<file path="src/rtl/constants_pkg.sv">
// Shared widths, depths and record types for the memory responder.
package constants_pkg;

  localparam int DATA_WIDTH = 8;
  localparam int ADDR_WIDTH = 8;
  localparam int RSP_DEPTH  = 4;
  localparam int LATENCY    = 2;

  typedef struct packed {
    logic                  we;
    logic [ADDR_WIDTH-1:0] addr;
    logic [DATA_WIDTH-1:0] wdata;
  } mem_req_t;

  typedef struct packed {
    logic                  vld;
    logic [DATA_WIDTH-1:0] data;
  } rsp_stage_t;

endpackage

</file>
<file path="src/rtl/rsp_fifo.sv">
// Circular response FIFO with wrap-bit pointers and a registered head word,
// so the consumer sees a flop output that only changes on push-into-empty or pop.
module rsp_fifo #(
  parameter int WIDTH = 8,
  parameter int DEPTH = 4
) (
  input  logic             clk,
  input  logic             rst_n,
  input  logic             push_i,
  input  logic [WIDTH-1:0] push_data_i,
  input  logic             pop_i,
  output logic             full_o,
  output logic             empty_o,
  output logic [WIDTH-1:0] head_o
);

  localparam int PW = $clog2(DEPTH);
  localparam logic [PW:0] PTR_ONE = (PW+1)'(1);

  logic [WIDTH-1:0] mem_q [DEPTH];
  logic [PW:0]      wr_ptr_q, wr_ptr_d;
  logic [PW:0]      rd_ptr_q, rd_ptr_d;
  logic [PW:0]      rd_next;
  logic [PW:0]      count;
  logic [WIDTH-1:0] head_q, head_d;
  logic             do_push, do_pop;

  assign empty_o = (wr_ptr_q == rd_ptr_q);
  assign full_o  = (wr_ptr_q[PW] != rd_ptr_q[PW]) &&
                   (wr_ptr_q[PW-1:0] == rd_ptr_q[PW-1:0]);
  assign count   = wr_ptr_q - rd_ptr_q;
  assign rd_next = rd_ptr_q + PTR_ONE;
  assign do_pop  = pop_i && !empty_o;
  assign do_push = push_i && (!full_o || do_pop);
  assign head_o  = head_q;

  // NOTE: every always_comb output gets a default first so no path infers a latch.
  always_comb begin
    wr_ptr_d = do_push ? wr_ptr_q + PTR_ONE : wr_ptr_q;
    rd_ptr_d = do_pop  ? rd_next            : rd_ptr_q;
    head_d   = head_q;
    if (do_pop) begin
      if (count > PTR_ONE)  head_d = mem_q[rd_next[PW-1:0]];
      else if (do_push)     head_d = push_data_i;
    end else if (empty_o && do_push) begin
      head_d = push_data_i;
    end
  end

  // NOTE: sequential state uses non-blocking assignments only, so every flop sees pre-edge values.
  always_ff @(posedge clk) begin
    if (!rst_n) begin
      wr_ptr_q <= '0;
      rd_ptr_q <= '0;
      head_q   <= '0;
    end else begin
      wr_ptr_q <= wr_ptr_d;
      rd_ptr_q <= rd_ptr_d;
      head_q   <= head_d;
    end
  end

  // NOTE: storage is deliberately not reset; the pointers alone define which entries are live.
  always_ff @(posedge clk) begin
    if (do_push) mem_q[wr_ptr_q[PW-1:0]] <= push_data_i;
  end

endmodule

</file>
<file path="src/rtl/mem_responder.sv">
// Memory-side responder: synchronous SRAM, fixed-latency read pipeline and
// credit-limited in-order response FIFO.
module mem_responder #(
  parameter int DATA_WIDTH = constants_pkg::DATA_WIDTH,
  parameter int ADDR_WIDTH = constants_pkg::ADDR_WIDTH,
  parameter int LATENCY    = constants_pkg::LATENCY,
  parameter int RSP_DEPTH  = constants_pkg::RSP_DEPTH
) (
  input  logic                  clk,
  input  logic                  rst_n,
  input  logic                  m_req_vld,
  output logic                  m_req_rdy,
  input  logic                  m_req_we,
  input  logic [ADDR_WIDTH-1:0] m_req_addr,
  input  logic [DATA_WIDTH-1:0] m_req_wdata,
  output logic                  m_rsp_vld,
  input  logic                  m_rsp_rdy,
  output logic [DATA_WIDTH-1:0] m_rsp_data
);

  localparam int MEM_WORDS = 1 << ADDR_WIDTH;
  localparam int CW        = $clog2(RSP_DEPTH) + 1;
  localparam logic [CW-1:0] CNT_ONE  = CW'(1);
  localparam logic [CW-1:0] CNT_FULL = CW'(RSP_DEPTH);

  typedef struct packed {
    logic                  vld;
    logic [DATA_WIDTH-1:0] data;
  } stage_t;

  logic [DATA_WIDTH-1:0] sram_q [MEM_WORDS];
  logic [CW-1:0]         outstanding_q, outstanding_d;
  logic                  req_acc, rd_acc, wr_acc, rsp_hs;
  logic                  fifo_empty, fifo_full;
  stage_t                rd_stage, tail;

  assign req_acc   = m_req_vld && m_req_rdy;
  assign rd_acc    = req_acc && !m_req_we;
  assign wr_acc    = req_acc && m_req_we;
  assign rsp_hs    = m_rsp_vld && m_rsp_rdy;
  // Depends on registered state only, so a credit freed by a pop shows up next cycle.
  assign m_req_rdy = (outstanding_q != CNT_FULL);
  assign m_rsp_vld = !fifo_empty;

  always_ff @(posedge clk) begin
    if (wr_acc) sram_q[m_req_addr] <= m_req_wdata;
  end

  always_comb begin
    outstanding_d = outstanding_q;
    if (rd_acc && !rsp_hs)      outstanding_d = outstanding_q + CNT_ONE;
    else if (!rd_acc && rsp_hs) outstanding_d = outstanding_q - CNT_ONE;
  end

  always_ff @(posedge clk) begin
    if (!rst_n) outstanding_q <= '0;
    else        outstanding_q <= outstanding_d;
  end

  assign rd_stage.vld  = rd_acc;
  assign rd_stage.data = sram_q[m_req_addr];

  // The FIFO entry itself is the last latency stage, so only LATENCY-1 shift stages precede it.
  if (LATENCY == 1) begin : g_direct
    assign tail = rd_stage;
  end else begin : g_pipe
    stage_t pipe_q [LATENCY-1];

    always_ff @(posedge clk) begin
      if (!rst_n) begin
        for (int i = 0; i < LATENCY-1; i++) pipe_q[i].vld <= 1'b0;
      end else begin
        pipe_q[0] <= rd_stage;
        for (int i = 1; i < LATENCY-1; i++) pipe_q[i] <= pipe_q[i-1];
      end
    end

    assign tail = pipe_q[LATENCY-2];
  end

  rsp_fifo #(
    .WIDTH (DATA_WIDTH),
    .DEPTH (RSP_DEPTH)
  ) u_rsp_fifo (
    .clk         (clk),
    .rst_n       (rst_n),
    .push_i      (tail.vld),
    .push_data_i (tail.data),
    .pop_i       (rsp_hs),
    .full_o      (fifo_full),
    .empty_o     (fifo_empty),
    .head_o      (m_rsp_data)
  );

  a_no_overflow: assert property (@(posedge clk) disable iff (!rst_n)
    !(tail.vld && fifo_full && !rsp_hs));

endmodule

</file>
<file path="config.mk">
export PLATFORM = sky130hd
export DESIGN_NAME = mem_responder
export DESIGN_NICKNAME = d
export VERILOG_FILES = /design/src/rtl/constants_pkg.sv /design/src/rtl/rsp_fifo.sv /design/src/rtl/mem_responder.sv
export SDC_FILE = /design/constraint.sdc
export NUM_CORES = 2
export LEC_CHECK = 0
export ABC_AREA = 0
export BUFFER_PORTS_ARGS = -buffer_cell sky130_fd_sc_hd__buf_2
export CAP_MARGIN = 30
export CORE_ASPECT_RATIO = 0.9
export CORE_MARGIN = 2
export CORE_UTILIZATION = 35
export DETAILED_ROUTE_END_ITERATION = 7
export PLACE_DENSITY = 0.48
export REMOVE_ABC_BUFFERS = 1
export SKIP_CTS_REPAIR_TIMING = 1
export SLEW_MARGIN = 10
export SYNTH_ARGS = -nofsm -noshare
export SYNTH_HDL_FRONTEND = slang
export SYNTH_SLANG_ARGS = --single-unit
</file>
<file path="constraint.sdc">
create_clock -name clk -period 7.4 [get_ports clk]
set_clock_uncertainty 0.2 [all_clocks]
set_input_delay 0.37 -clock clk [delete_from_list [all_inputs] [get_ports clk]]
set_output_delay 0.37 -clock clk [all_outputs]
set_load 0.005 [all_outputs]
</file>
==> results.md <==
* PortBufs at 30
* Clock tree buffer depth at 3
* Worst path cell trace: nor2_1 -> nand2_1 -> nand3_1 -> nor3b_1 -> nand2_1 -> nor2_1
* Crit. End Element: flop
* Dominant synthesized flop cell: edfxtp_1
* Via count at 40.05k
* Post-synth ARST share at 0
* Synth Instances at 4,096
* Combinational Power Share at 0.051
* Seq cells post-synth at 2,106
* Chip Height at 464.1 um
* Net Sw Power at 5518 uW
* Initial Util at 0.3529
* CP bufs+invs at 0
* Slowest-stage cell, CP: nor2_1
* Slew at the pin with the worst max-slew slack at 1.171 ns
* Clk Latency, worst-skew pair at 0.82 ns
* Final Cycle Share at 0.5326
* WP depth at 6
* Largest stage delay, worst path at 0.89 ns
* Setup WS post-layout at 3.459 ns
* Syn_area_per_cell at 20.10 um^2
* Largest net degree at the start of global routing at 165
* GRT Residual Overflow at 0
* WP data required at 7.64 ns
* Register Area at 63,060 um^2
* Die ar. at 239,200 um^2
* CTS Buf Count at 209
* Area leader, netlist: edfxtp_1
* Synth unique cells at 70
* Routed vias/inst at 5.395
* Slew headroom at 0.2146
* Setup violations, final at 0
* First-pass GRT wire length at 314,400 um
* Fmax at 0.2537 GHz
* Max-cap violations at 0
* Pwr Density at 270.0 nW/um^2
* Fill cells at 20.76k
* Multi-input gate area at 17,890 um^2
* Die W at 515.3 um
* DRC Markers at 0
* Status: finished, final reports clean
* Synth area leaders: edfxtp_1 (76%), mux4_2 (11%), mux2i_1 (3.7%)
* Sw Ratio at 0.2195
* Setup TNS at 0 ns
* GPL Wtd Cong at 0.8020
* H-tree Lvls at 4
* Hold Path Cell Cnt at 6
* Final worst path period need at 3.941 ns
* Final ANT Viol Nets at 0
* Worst min-delay path class: in -> reg
* Initial antenna violation count at 9
* Internal at 19,610 uW
* WHS at 0.04257 ns
* DRT Pass-1 Iters at 6
* CTS tree: done
* Top Ports at 31
* Worst-path maximum fanout at 16
* Crit path arrival time at 4.18 ns
* Util after Layout at 0.3989
* Proportion of netlist area held by the largest area contributor at 0.7615
* Yosys warning count at 0
* Clk root buf: clkbuf_16
* Reg clk slew, reported paths at 0.06 ns
* GRT Overall Usage at 0.1841
* Final hold violation count at 0
* Placeable Area at 233,300 um^2
* Pre-CTS setup slack at 2.721 ns
* DRT iter0 DRCs at 3,973
* R2R cell count at 6
* Slew Viols, Final at 0
* Cell area after synthesis at 82,340 um^2
* Area Growth Syn to Fin at 13.04%
* Number of flops mapped to enable cells by yosys at 2,088
* Static leakage at 0.02895 uW
* Nature of the critical path startpoint: flop
* CTS sink count at 2,106
* Reg power frac at 0.524
* Wirelength per Cell at 29.89 um
* Clock share of power at 0.425
* WL final at 221,900 um
* Critical path's top delay family: simple AND/OR/NAND/NOR gates
* Share of post-route cells with drive strength above 1 at 0.1948
* Sequential element share of the synthesized area at 0.7658
* Layout Nets at 4,214
* Setup repair after global routing missed its margin: no
* IR drop worst, VDD at 0.0002477 V
* Post-DP HPWL at 129,600 um
* Crit Path Class: reg -> reg
* Vias in the first global route at 40.79k
* FP Rows at 168
## registers in the layout (all words and copies together), names as in the netlist
signal / cells
sram_q: 2048
u_rsp_fifo.head_o: 8
u_rsp_fifo.wr_ptr_q: 3
g_pipe.pipe_q: 9
outstanding_q: 3
u_rsp_fifo.rd_ptr_q: 3
u_rsp_fifo.mem_q: 32
## worst paths after layout
| check | startpoint | to | slack (ns) |
|---|---|---|---|
| setup / recovery | outstanding_q[0] | sram_q[36][4] | 3.46 |
| hold / removal | m_req_vld | outstanding_q[1] | 0.04 |
| setup reg to reg | outstanding_q[0] | sram_q[36][4] | 3.46 |
| hold reg to reg | u_rsp_fifo.head_o[6] | u_rsp_fifo.head_o[6] | 0.31 |
## metal layers
layer  global-route usage  vias up  part of all wire
li1                     -    17093                 -
met1               0.2668    21412              0.45
met2               0.2831     1245              0.46
met3              0.04284      293             0.068
met4              0.03835        6             0.019
met5                    0        -           0.00017
## tightest hold or removal path, cell delays in order
cell and delay [ns]:
buf_2 0.09, nand2_1 0.04, nor2_1 0.11, ha_1 0.23, mux2i_1 0.10, nor2b_1 0.10
## cells in the mapped netlist (5+ instances only)
cell	count
edfxtp_1	2088
mux4_2	385
mux2i_1	304
nor2_1	300
a22oi_1	135
nand2_1	111
clkbuf_1	82
buf_2	75
a21oi_1	59
nand3_1	59
buf_4	54
o22ai_1	45
buf_6	27
o21ai_0	27
mux2_2	20
dfxtp_1	18
o2111ai_1	18
a22o_1	17
nor3_1	17
and2_1	16
a211oi_1	15
nor4_1	15
o221ai_1	14
a31oi_1	13
buf_1	12
nor2b_1	12
nand2b_1	10
o2111a_1	10
o21bai_1	10
a221oi_1	9
a32oi_1	8
ha_1	8
o211a_1	8
o211ai_1	8
or3_1	8
or4_1	8
a41oi_1	7
o311ai_1	7
xnor2_1	6
inv_1	5
## cell families after synthesis
logic type / count (synthesis) / synth area share
simple gates: 582 / 0.03129
buf+inv: 259 / 0.01820
compound gates: 422 / 0.03712
xor+xnor: 8 / 0.0008510
fa+ha+maj: 10 / 0.001702
flops: 2106 / 0.7658
mux: 709 / 0.1450
## power by group through the flow
| stage | clock [uW] | combinational, uW | sequential (uW) |
|---|---|---|---|
| finish | 10700 | 1290 | 13200 |
| global route | 11300 | 1370 | 13200 |
| CTS | 10900 | 1300 | 13200 |
| detailed placement | 0 | 1300 | 13400 |
| global placement | 0 | 1290 | 13400 |
| floorplan | 0 | 517 | 13400 |
## layout by cell type, fill, tap and decap left out, types with 9 or more instances in the layout
master / n
a211oi_1: 15
a21oi_1: 59
a221oi_1: 9
a22o_1: 17
a22oi_1: 135
a31oi_1: 13
and2_1: 15
buf_12: 21
buf_2: 19
buf_4: 53
buf_8: 13
bufinv_16: 22
clkbuf_1: 38
clkbuf_16: 212
clkinv_1: 52
clkinv_2: 36
clkinvlp_4: 9
dfxtp_1: 18
dlygate4sd3_1: 13
edfxtp_1: 2088
mux2_2: 20
mux2i_1: 304
mux4_2: 385
nand2_1: 99
nand2_2: 12
nand2b_1: 10
nand3_1: 55
nor2_1: 297
nor3_1: 17
nor4_1: 15
o2111a_1: 10
o2111ai_1: 18
o21ai_0: 27
o21bai_1: 10
o221ai_1: 14
o22ai_1: 45
## cell type report
cell class | instances | area share
tap | 3060 | 0.04113
timing repair buffer | 128 | 0.01523
antenna | 4 | 0.0001075
multi-input combinational | 1731 | 0.1922
clock inverter | 134 | 0.01456
inverter | 7 | 0.0002823
clock buffer | 253 | 0.05897
sequential | 2106 | 0.6775
## through the flow
step           instances  area, um^2  total power [uW]
6_report            7423       93080             25130
5_1_grt             7421       93080             25890
4_1_cts             7397       92850             25370
3_5_place_dp        7010       86000             14720
3_3_place_gp        6999       85780             14710
2_1_floorplan       3844       80870             13930
Power figures use the tool's default switching activity.
